--- src/rtl/ex_muldiv_unit.sv ---
// Iterative SPARC V8 multiply/divide unit for the execute stage.
// Holds ID/EX via ex_ready while a UMUL/SMUL/UDIV/SDIV (and cc forms) runs.
module ex_muldiv_unit #(
    parameter int WIDTH = 32,
    parameter int ITERS = 32
) (
    input  logic             clk,
    input  logic             reset,
    input  logic             md_valid,
    input  logic             kill,
    input  logic [5:0]       op3,
    input  logic [WIDTH-1:0] valA,
    input  logic [WIDTH-1:0] valB,
    input  logic             i,
    input  logic [12:0]      imm13,
    input  logic [WIDTH-1:0] Y_in,
    output logic             ex_ready,
    output logic             done,
    output logic [WIDTH-1:0] result,
    output logic [WIDTH-1:0] Y_out,
    output logic             Y_write,
    output logic [3:0]       icc_out,
    output logic             icc_write,
    output logic             div_zero
);

    typedef enum logic [2:0] {IDLE, PREP, ITER, FIX, DONE} state_t;
    localparam int CW = $clog2(ITERS);

    state_t state, state_nxt;

    logic [5:0]         op3_p0;
    logic [WIDTH-1:0]   a_p0, b_p0, y_p0;
    logic [2*WIDTH-1:0] acc_p1;
    logic [WIDTH-1:0]   dsr_p1;
    logic [CW-1:0]      cnt_p1;
    logic               neg_p1, ovf_p1, dz_p1;

    logic is_sgn, is_div, is_cc;
    assign is_sgn = op3_p0[0];
    assign is_cc  = op3_p0[4];
    assign is_div = !op3_p0[5] && (op3_p0[3:1] == 3'b111);

    // Saturating quotient fix-up; returns {overflow, result}.
    function automatic logic [WIDTH:0] sat_quot(input logic [WIDTH-1:0] q, input logic sgn,
                                                input logic neg, input logic ovf);
        logic [WIDTH-1:0] smax, smin;
        logic [WIDTH:0]   r;
        smax = {1'b0, {(WIDTH-1){1'b1}}};
        smin = {1'b1, {(WIDTH-1){1'b0}}};
        if (!sgn)
            r = ovf ? {1'b1, {WIDTH{1'b1}}} : {1'b0, q};
        else if (!neg)
            r = (ovf || q[WIDTH-1]) ? {1'b1, smax} : {1'b0, q};
        else
            r = (ovf || q > smin) ? {1'b1, smin} : {1'b0, -q};
        return r;
    endfunction

    logic [2*WIDTH-1:0] dvd, dvd_mag;
    logic [WIDTH-1:0]   a_mag, b_mag;
    logic               neg_prep, ovf_prep, dz_prep;

    always_comb begin
        dvd      = {y_p0, a_p0};
        dvd_mag  = (is_sgn && dvd[2*WIDTH-1]) ? -dvd : dvd;
        a_mag    = (is_sgn && a_p0[WIDTH-1]) ? -a_p0 : a_p0;
        b_mag    = (is_sgn && b_p0[WIDTH-1]) ? -b_p0 : b_p0;
        neg_prep = is_sgn && ((is_div ? dvd[2*WIDTH-1] : a_p0[WIDTH-1]) ^ b_p0[WIDTH-1]);
        dz_prep  = is_div && (b_p0 == '0);
        ovf_prep = is_div && (dvd_mag[2*WIDTH-1:WIDTH] >= b_mag);
    end

    // Multiply keeps the multiplier in the low half and shifts right;
    // divide keeps the partial remainder in the high half and shifts left.
    logic [WIDTH:0]     mul_sum, div_up;
    logic [WIDTH-1:0]   div_dif;
    logic               div_ge;
    logic [2*WIDTH-1:0] acc_nxt;

    always_comb begin
        mul_sum = {1'b0, acc_p1[2*WIDTH-1:WIDTH]} + (acc_p1[0] ? {1'b0, dsr_p1} : '0);
        div_up  = acc_p1[2*WIDTH-1:WIDTH-1];
        div_ge  = div_up >= {1'b0, dsr_p1};
        div_dif = div_up[WIDTH-1:0] - dsr_p1;
        if (is_div)
            acc_nxt = {(div_ge ? div_dif : div_up[WIDTH-1:0]), acc_p1[WIDTH-2:0], div_ge};
        else
            acc_nxt = {mul_sum, acc_p1[WIDTH-1:1]};
    end

    logic [2*WIDTH-1:0] prod;
    logic [WIDTH:0]     quot;
    logic [WIDTH-1:0]   fix_res;
    logic [3:0]         fix_icc;

    always_comb begin
        prod    = neg_p1 ? -acc_p1 : acc_p1;
        quot    = sat_quot(acc_p1[WIDTH-1:0], is_sgn, neg_p1, ovf_p1);
        fix_res = is_div ? quot[WIDTH-1:0] : prod[WIDTH-1:0];
        fix_icc = {fix_res[WIDTH-1], fix_res == '0, is_div && quot[WIDTH], 1'b0};
    end

    always_comb begin
        state_nxt = state;
        case (state)
            IDLE: if (md_valid) state_nxt = PREP;
            PREP: begin
                if (dz_prep)       state_nxt = DONE;
                else if (ovf_prep) state_nxt = FIX;
                else               state_nxt = ITER;
            end
            ITER: if (cnt_p1 == CW'(ITERS - 1)) state_nxt = FIX;
            FIX:  state_nxt = DONE;
            DONE: state_nxt = IDLE;
            default: state_nxt = IDLE;
        endcase
        if (kill) state_nxt = IDLE;
    end

    assign ex_ready  = (state == IDLE && !md_valid) || (state == DONE);
    assign done      = (state == DONE);
    assign Y_write   = done && !is_div;
    assign icc_write = done && is_cc && !dz_p1;
    assign div_zero  = done && dz_p1;

    always_ff @(posedge clk) begin
        if (reset) state <= IDLE;
        else       state <= state_nxt;
    end

    // Stage p0: operand capture; stage p1: magnitude setup and iteration.
    always_ff @(posedge clk) begin
        if (state == IDLE && md_valid) begin
            op3_p0 <= op3;
            a_p0   <= valA;
            b_p0   <= i ? {{(WIDTH-13){imm13[12]}}, imm13} : valB;
            y_p0   <= Y_in;
        end
        if (state == PREP) begin
            acc_p1 <= is_div ? dvd_mag : {{WIDTH{1'b0}}, b_mag};
            dsr_p1 <= is_div ? b_mag : a_mag;
            neg_p1 <= neg_prep;
            ovf_p1 <= ovf_prep;
            dz_p1  <= dz_prep;
            cnt_p1 <= '0;
        end
        if (state == ITER) begin
            acc_p1 <= acc_nxt;
            cnt_p1 <= cnt_p1 + 1'b1;
        end
    end

    always_ff @(posedge clk) begin
        if (reset) begin
            result  <= '0;
            Y_out   <= '0;
            icc_out <= '0;
        end else if (!kill) begin
            if (state == PREP && dz_prep)
                result <= '0;
            if (state == FIX) begin
                result  <= fix_res;
                icc_out <= fix_icc;
                if (!is_div) Y_out <= prod[2*WIDTH-1:WIDTH];
            end
        end
    end

endmodule

--- config.mk ---
export PLATFORM = sky130hd
export DESIGN_NAME = ex_muldiv_unit
export DESIGN_NICKNAME = d
export VERILOG_FILES = /design/src/rtl/ex_muldiv_unit.sv
export SDC_FILE = /design/constraint.sdc
export NUM_CORES = 1
export LEC_CHECK = 0
export ABC_CLOCK_PERIOD_IN_PS = 6950
export BUFFER_PORTS_ARGS = -buffer_cell sky130_fd_sc_hd__clkbuf_2
export CORE_ASPECT_RATIO = 1.1
export CORE_MARGIN = 2
export CORE_UTILIZATION = 60
export DETAILED_ROUTE_END_ITERATION = 10
export GPL_ROUTABILITY_DRIVEN = 1
export PLACE_DENSITY_LB_ADDON = 0.15
export REMOVE_ABC_BUFFERS = 1
export SLEW_MARGIN = 5
export SYNTH_ARGS = -nofsm -noshare
export SYNTH_HDL_FRONTEND = slang
export SYNTH_SLANG_ARGS = --single-unit
--- constraint.sdc ---
create_clock -name clk -period 6.95 [get_ports clk]
set_input_delay 0.695 -clock clk [delete_from_list [all_inputs] [get_ports clk]]
set_output_delay 0.695 -clock clk [all_outputs]
set_load 0.02 [all_outputs]
# Word level (Yosys, flattened, before mapping)
# Index checks and enable logic that the tools add are counted.
# op_classes
magnitude_cmp	3
muxes	28
add_sub_neg	8
bitwise_logic	3
eq_ne	8
n_reduce_logical	32
# op_table
op	count
2-to-1 mux 64 bit	6
2-to-1 mux 32 bit	9
2-to-1 mux 33 bit	5
negation 64 bit	2
negation 32 bit	3
zero test 32 bit	2
adder 32 x 32 -> 33 bit	1
>= comparator 33 x 32 -> 1 bit	1
>= comparator 32 bit	1
> comparator 32 bit, second input constant	1
subtractor 32 bit	1
logical AND 1 bit	15
one-hot mux 3 bit (4 select lines)	1
2-to-1 mux 5 bit	2
2-to-1 mux 3 bit	3
equality test 3 x 2 -> 1 bit, second input constant	2
equality test 3 bit, second input constant	2
AND reduction 2 bit	3
adder 5 x 1 -> 5 bit, second input constant	1
equality test 5 bit, second input constant	1
zero test 1 bit	4
inequality test 2 bit, second input constant	2
nonzero test 2 bit	2
equality test 3 x 1 -> 1 bit, second input constant	1
7 further kinds	11
# word_totals
regBits	276

# Depth between registers and ports, before layout
# Gate-level depths: netlist (run 1).
# depth
ltp_word	7
depth_mapped	18

# Worst setup path after synthesis (run 1)
# Ideal clock, no wire load.
# synth_path
kind	register to register
start	reg state[2]
end	reg acc_p1[0] (enable)
path_slack_ns	0.964
path_stages_with_launch	3
t_arrival_ns	5.394
setup_ns	0.591
path_cell_list	dfxtp_1 > nand2b_1 > o21ai_0
# synth_between
elab_chain_len	2
# synth_rtl
element	line	source
start: declaration	30	state_t state, state_nxt;
start signal: assignment	129	else state <= state_nxt;
equality test 3 x 1 -> 1 bit or equality test 3 x 2 -> 1 bit (tied branches)	140, 148	
nonzero test 2 bit (no source line) (*)	-	
end signal: assignment	141	acc_p1 <= is_div ? dvd_mag : {{WIDTH{1'b0}}, b_mag};
end signal: assignment	149	acc_p1 <= acc_nxt;
end: declaration	34	logic [2*WIDTH-1:0] acc_p1;
# Every way passes the cells marked *; elsewhere a longest branch is shown, timed or not.
# A chain may end at the register's enable or synchronous reset.

# Worst setup path after layout (run 1)
# layout_path
start	reg acc_p1[0]
end	reg icc_out[2]
# layout_between
elab_chain_len	7
# layout_rtl
element	line	source
> comparator 32 bit	56	r = (ovf || q > smin) ? {1'b1, smin} : {1'b0, -q};
logical OR 1 bit	56	
2-to-1 mux 33 bit	56	
2-to-1 mux 33 bit	53	else if (!neg)
2-to-1 mux 33 bit	51	if (!sgn)
2-to-1 mux 32 bit (*)	100	fix_res = is_div ? quot[WIDTH-1:0] : prod[WIDTH-1:0];
zero test 32 bit (*)	101	fix_icc = {fix_res[WIDTH-1], fix_res == '0, is_div && quot[WIDTH], 1'b0};
end signal: assignment	164	icc_out <= fix_icc;
end: declaration	22	output logic [3:0] icc_out,
# Marks and branches as above.

==> results.json, run 1 <==
{
  "setup_ws_ns": 1.971,
  "max_cap_viol_count": 0,
  "critPathRequiredTime_ns": 7.42,
  "grt_pass1_wl_um": 100900,
  "synth.top_cell.area_share": 0.3059,
  "htreeDepth": 1,
  "max_freq_mhz": 200.8,
  "async_flop_share": 0,
  "power_mw": 4.429,
  "ant_nets": 0,
  "hold_viol": 0,
  "start_util": 0.6093,
  "worst_setup_path_start_kind": "flip-flop",
  "cpPeakStageDelay_ns": 0.92,
  "cp_slowest_cell": "inv_1",
  "synth-seq-cells": 276,
  "p_sw_mw": 1.319,
  "wl_per_cell_um": 22.01,
  "area_growth_pct": 10.67,
  "synth_area_leaders": "edfxtp_1 (31%), dfxtp_1 (6.9%), ha_1 (6.2%), nor2_1 (5.4%), a21oi_1 (4.8%)",
  "synth_edf_count": 206,
  "place_inst": 2878,
  "grt_setup_unrepaired": "false",
  "ir_worst_vdd_mv": 0.2186,
  "finClkSkew_ns": 0.03099,
  "root_buffer": "clkbuf_16",
  "clock_path_buffers": 3,
  "critPathArrivalTime_ns": 5.45,
  "wirelength_um": 64590,
  "viasPerCell": 6.576,
  "drt_iter0_markers": 2193,
  "cts_tree": "built",
  "post-cts-setup-buffers": 0,
  "nFillCells": 2771,
  "clkSinkCount": 276,
  "die_area_mm2": 0.03519,
  "ys_dominant_reg_cell": "edfxtp_1",
  "drc": 0,
  "grt_pass1_vias": 18220,
  "finalCritPeriodShare": 0.7164,
  "tightestPinTransition_ns": 1.257,
  "final_area_mm2": 0.02238,
  "syn_area_per_cell_um2": 8.548,
  "ctsResizeCount": 0,
  "drive_gt1_frac": 0.1236,
  "fin_nets": 2702,
  "p_clk_frac": 0.363,
  "die_h_um": 196.6,
  "die_w_um": 179.1,
  "place_ws_ns": 2.141,
  "worstHoldPathType": "primary input to flip-flop",
  "finalSetupViolCount": 0,
  "outcome": "finished, final reports clean",
  "period_minus_slack_ns": 4.979,
  "num_rows": 70,
  "path_clk_slew_ns": 0.06,
  "utilization": 0.6743,
  "instances_no_fill": 2935,
  "yosysWarnings": 0,
  "antenna_found_initial": 2,
  "cts_buffers": 31,
  "switching_share": 0.2979,
  "vias": 19300,
  "syn_inst": 2366,
  "crit_chain": "inv_1 > ha_1 > or3b_1 > nor4_4 > a41oi_1 > nor2_1 > a21oi_1 > a2111oi_0 > nor4_1 > nand4_1 > o21ai_1",
  "globalRoute.totalOverflow": 0,
  "grt_max_degree": 85,
  "end_kind": "flip-flop",
  "cts.hold.buffers_added": 0,
  "relSlewSlack": 0.1622,
  "first_pass_iters": 7,
  "mappedNetlistArea_mm2": 0.02022,
  "yosysTopAreaCell": "edfxtp_1",
  "maxSlewViolCount": 0,
  "worstSkewPairLatency_ns": 0.59,
  "cellLeakagePower_nw": 8.836,
  "ios": 193,
  "path_class": "flip-flop to flip-flop",
  "seq_power_share": 0.444,
  "placed_area_mm2": 0.02140,
  "port_buffers": 191,
  "cellPowerDensity_mw_per_mm2": 197.9,
  "p_comb_frac": 0.194,
  "core_mm2": 0.03319,
  "synth_cell_types": 85,
  "place_congestion": 1.051,
  "ys_seq_area_frac": 0.3752,
  "track_usage": 0.3686,
  "dpl.hpwl_um": 49200,
  "cp_max_fo": 32,
  "p_int_mw": 3.109
}
-- path summary, 6_finish.rpt --
| check | from | endpoint | slack [ns] | depth (start not counted) |
|---|---|---|---|---|
| worst max-delay path | acc_p1[0]$_DFFE_PP_ | icc_out[2]$_SDFFE_PP0P_ | 1.97 | 11 |
| worst min-delay path | valA[4] | a_p0[4]$_DFFE_PP_ | 0.28 | 1 |
| worst max register to register | acc_p1[0]$_DFFE_PP_ | icc_out[2]$_SDFFE_PP0P_ | 1.97 | 11 |
| worst min register to register | Y_out[26]$_SDFFE_PP0P_ | Y_out[26]$_SDFFE_PP0P_ | 0.45 | 2 |
-- metrics by stage --
step	setup TNS [ns]	hold WS, ns
floorplan	-98.74	0.5241
global placement	0	0.4389
detailed placement	0	0.4438
CTS	0	0.2655
global route	0	0.2718
finish	0	0.2794
-- critical path: cells and delay by family (launching register included) --
kind | cells | cell delay, ns
flip-flops | 1 | 0.48
AO/OA/AOI/OAI | 4 | 1.31
adder cells (fa/ha/maj) | 1 | 0.35
AND/OR/NAND/NOR | 5 | 1.79
buffers and inverters | 1 | 0.92
-- synth_stat cells, types with 41 or more instances --
library cell,number
o31ai_1,54
a21o_1,41
clkbuf_1,118
nand2_1,195
a21oi_1,194
nor3_1,62
a211oi_1,63
ha_1,101
edfxtp_1,206
dfxtp_1,70
nor2_1,290
xnor2_1,106
xor2_1,95
inv_1,93
o21ai_0,186
-- metal layers --
layer / vias up / routed length (um) / GRT usage
met1: 9154 / 26290 / 0.5013
li1: 8961 / - / -
met4: 0 / 3016 / 0.1695
met2: 1010 / 28790 / 0.5722
met5: - / 0 / 0
met3: 177 / 6500 / 0.06501
-- flip-flops by register name, indices dropped and copies added, names as in the netlist, 5 cells and up --
signal,flops
Y_out,32
a_p0,32
acc_p1,64
b_p0,32
cnt_p1,5
dsr_p1,32
op3_p0,6
result,32
y_p0,32
-- final cells by class --
| type | instances | area, um2 | share of cell area |
|---|---|---|---|
| timing repair buffer | 210 | 1099 | 0.04908 |
| clock buffer | 39 | 825.8 | 0.03689 |
| antenna | 2 | 5.005 | 0.0002236 |
| sequential | 276 | 7587 | 0.3390 |
| inverter | 93 | 349.1 | 0.01560 |
| clock inverter | 16 | 146.4 | 0.006540 |
| multi-input combinational | 1867 | 11830 | 0.5285 |
| tap | 432 | 540.5 | 0.02415 |
-- cell families after synthesis --
family / share of synthesized area
mux: 0.009651
xor+xnor: 0.08705
flops: 0.3752
buf+inv: 0.04238
fa+ha+maj: 0.06446
simple gates: 0.1899
compound gates: 0.2313
other cells: 0.0001854
-- cells in the final DEF, fill, tap and decap left out, types with 70 or more instances in the layout --
master | synthesis | layout
ha_1 | 101 | 101
nor2_1 | 290 | 288
nand2_1 | 195 | 195
xnor2_1 | 106 | 106
inv_1 | 93 | 93
clkbuf_2 | 0 | 191
xor2_1 | 95 | 95
o21ai_0 | 186 | 185
dfxtp_1 | 70 | 70
edfxtp_1 | 206 | 206
a21oi_1 | 194 | 194
-- power groups by stage --
| stage | clock, mW | sequential [mW] | combinational, mW |
|---|---|---|---|
| CTS | 1.62 | 1.96 | 0.836 |
| finish | 1.61 | 1.96 | 0.857 |
| global placement | 0 | 1.99 | 0.814 |
| global route | 1.68 | 1.97 | 0.943 |
| detailed placement | 0 | 2.00 | 0.831 |
| floorplan | 0 | 1.97 | 0.580 |
No activity file was read; power rests on OpenSTA's default activity.
==> run 2: changes to the inputs <==
--- a/config.mk
+++ b/config.mk
@@ -5,7 +5,7 @@
 export SDC_FILE = /design/constraint.sdc
 export NUM_CORES = 1
 export LEC_CHECK = 0
-export ABC_CLOCK_PERIOD_IN_PS = 6950
+export ABC_CLOCK_PERIOD_IN_PS = 4700
 export BUFFER_PORTS_ARGS = -buffer_cell sky130_fd_sc_hd__clkbuf_2
 export CORE_ASPECT_RATIO = 1.1
 export CORE_MARGIN = 2
==> constraint.sdc (replaced) <==
create_clock -name clk -period 4.7 [get_ports clk]
set_input_delay 0.47 -clock clk [delete_from_list [all_inputs] [get_ports clk]]
set_output_delay 0.47 -clock clk [all_outputs]
set_load 0.02 [all_outputs]
==> results.json, run 2 (same netlist as run 1, synthesis figures left out) <==
{
  "num_rows": 70,
  "switching_share": 0.2941,
  "clkSinkCount": 276,
  "worst_setup_path_start_kind": "flip-flop",
  "hold_path_end": "a_p0[0]$_DFFE_PP_",
  "p_sw_mw": 1.974,
  "path_clk_slew_ns": 0.06,
  "cts_buffers": 31,
  "power_mw": 6.709,
  "first_pass_iters": 6,
  "layout_commonest_cell": "nor2_1",
  "final_area_mm2": 0.02278,
  "globalRoute.totalOverflow": 0,
  "critPathArrivalTime_ns": 4.82,
  "p_int_mw": 4.736,
  "worstSkewPairLatency_ns": 0.60,
  "p_comb_frac": 0.192,
  "die_h_um": 196.6,
  "port_buffers": 191,
  "wl_per_cell_um": 21.93,
  "critPathRequiredTime_ns": 5.19,
  "relSlewSlack": 0.2193,
  "max_cap_viol_count": 0,
  "p_clk_frac": 0.375,
  "drt-met1-wl_um": 26600,
  "ant_nets": 0,
  "seq_power_share": 0.433,
  "end_kind": "flip-flop",
  "die_area_mm2": 0.03519,
  "holdPathStages": 1,
  "cp_slowest_cell": "or4_1",
  "cellLeakagePower_nw": 9.083,
  "cp_max_fo": 6,
  "root_buffer": "clkbuf_16",
  "dpl.hpwl_um": 50270,
  "placed_area_mm2": 0.02172,
  "drt_iter0_markers": 1909,
  "die_w_um": 179.1,
  "grt_pass1_wl_um": 100500,
  "utilization": 0.6862,
  "grt_pass1_vias": 18220,
  "cellPowerDensity_mw_per_mm2": 294.6,
  "ios": 193,
  "core_mm2": 0.03319,
  "ir_worst_vdd_mv": 0.3098,
  "place_congestion": 1.002,
  "area_growth_pct": 12.63,
  "met2_length_um": 29520,
  "reg2reg_depth": 17,
  "reg2reg_to": "state[0]$_SDFFE_PP0P_",
  "final_cell_mix": "nor2_1 (288), edfxtp_1 (206), nand2_1 (195)",
  "worstHoldPathType": "primary input to flip-flop",
  "vias": 19390,
  "hold_viol": 0,
  "post-cts-setup-buffers": 0,
  "crit_chain": "or4_1 > nand4b_1 > nor3_2 > nand2_1 > o41ai_1 > xnor2_1 > ha_1 > a21oi_1 > o21ai_0 > o21ai_0 > and4b_1 > o21ai_0 > a21oi_1 > o21a_1 > o21ai_0 > buf_4 > a31o_2",
  "top_layer": "met4",
  "worst_path_most_repeated_cell": "o21ai_0",
  "grt_max_degree": 97,
  "maxSlewViolCount": 0,
  "period_minus_slack_ns": 4.329,
  "cpPeakStageDelay_ns": 0.67,
  "finClkSkew_ns": 0.02791,
  "viasPerCell": 6.519,
  "grt_setup_unrepaired": "false",
  "finalCritPeriodShare": 0.9210,
  "regMostFlops": "acc_p1",
  "wirelength_um": 65230,
  "wl_met3_um": 6341,
  "tightestPinTransition_ns": 1.168,
  "max_freq_mhz": 231.0,
  "htreeDepth": 1,
  "largest_reg_flops": 64,
  "outcome": "finished, final reports clean",
  "r2r_slack_ns": 0.37,
  "drive_gt1_frac": 0.1392,
  "finalSetupViolCount": 0,
  "drc": 0,
  "min-delay-start": "valA[0]",
  "path_class": "flip-flop to flip-flop",
  "cts_tree": "built",
  "cts.hold.buffers_added": 0,
  "start_util": 0.6093,
  "setup_ws_ns": 0.3711,
  "ctsResizeCount": 0,
  "antenna_found_initial": 0,
  "place_ws_ns": 0.4479,
  "track_usage": 0.3673,
  "hold-worst-slack_ns": 0.04874,
  "clock_path_buffers": 3,
  "fin_nets": 2742,
  "reg2reg_from": "a_p0[25]$_DFFE_PP_",
  "diodes": 0
}
[run 2: layout make-up]
cell class / count / area [um2]
Inverter: 93 / 349.1
Fill cell: 2705 / 10420
Tap cell: 432 / 540.5
Multi-Input combinational cell: 1867 / 11830
Sequential cell: 276 / 7587
Clock inverter: 18 / 181.4
Timing Repair Buffer: 250 / 1424
Clock buffer: 39 / 865.8
[run 2: power by group through the flow]
stage	sequential (mW)	clock [mW]	combinational [mW]
CTS	2.90	2.53	1.26
finish	2.90	2.52	1.29
floorplan	2.92	0	0.857
detailed placement	2.95	0	1.25
global placement	2.94	0	1.22
global route	2.91	2.61	1.41
[run 2: per-stage QoR]
stage / instances / TNS (ns)
after floorplan: 2236 / -311.20
after global placement: 2918 / 0
after detailed placement: 2918 / 0
after CTS: 2975 / 0
after global routing: 2975 / 0
final: 2975 / 0
[run 2: critical path: cells and delay by family (launching register included)]
kind | cells | cell delay, ns
AND/OR/NAND/NOR | 5 | 1.63
AO/OA/AOI/OAI | 9 | 1.45
flip-flops | 1 | 0.45
adder cells (fa/ha/maj) | 1 | 0.31
XOR/XNOR | 1 | 0.21
buffers and inverters | 1 | 0.18
[run 2: worst max path at each step]
| stage | start | to | cells after the start |
|---|---|---|---|
| final | a_p0[25]$_DFFE_PP_ | state[0]$_SDFFE_PP0P_ | 17 |
| after global routing | a_p0[31]$_DFFE_PP_ | state[0]$_SDFFE_PP0P_ | 18 |
| after CTS | a_p0[25]$_DFFE_PP_ | state[0]$_SDFFE_PP0P_ | 17 |
| after detailed placement | a_p0[31]$_DFFE_PP_ | state[0]$_SDFFE_PP0P_ | 18 |
| after global placement | a_p0[31]$_DFFE_PP_ | state[0]$_SDFFE_PP0P_ | 17 |
| after floorplan | acc_p1[34]$_DFFE_PP_ | acc_p1[52]$_DFFE_PP_ | 9 |
[run 2: layer usage]
layer	vias to the layer above	GRT usage
li1	9044	-
met1	9061	0.5013
met2	1117	0.5870
met3	172	0.05613
met4	0	0.1427
met5	-	0
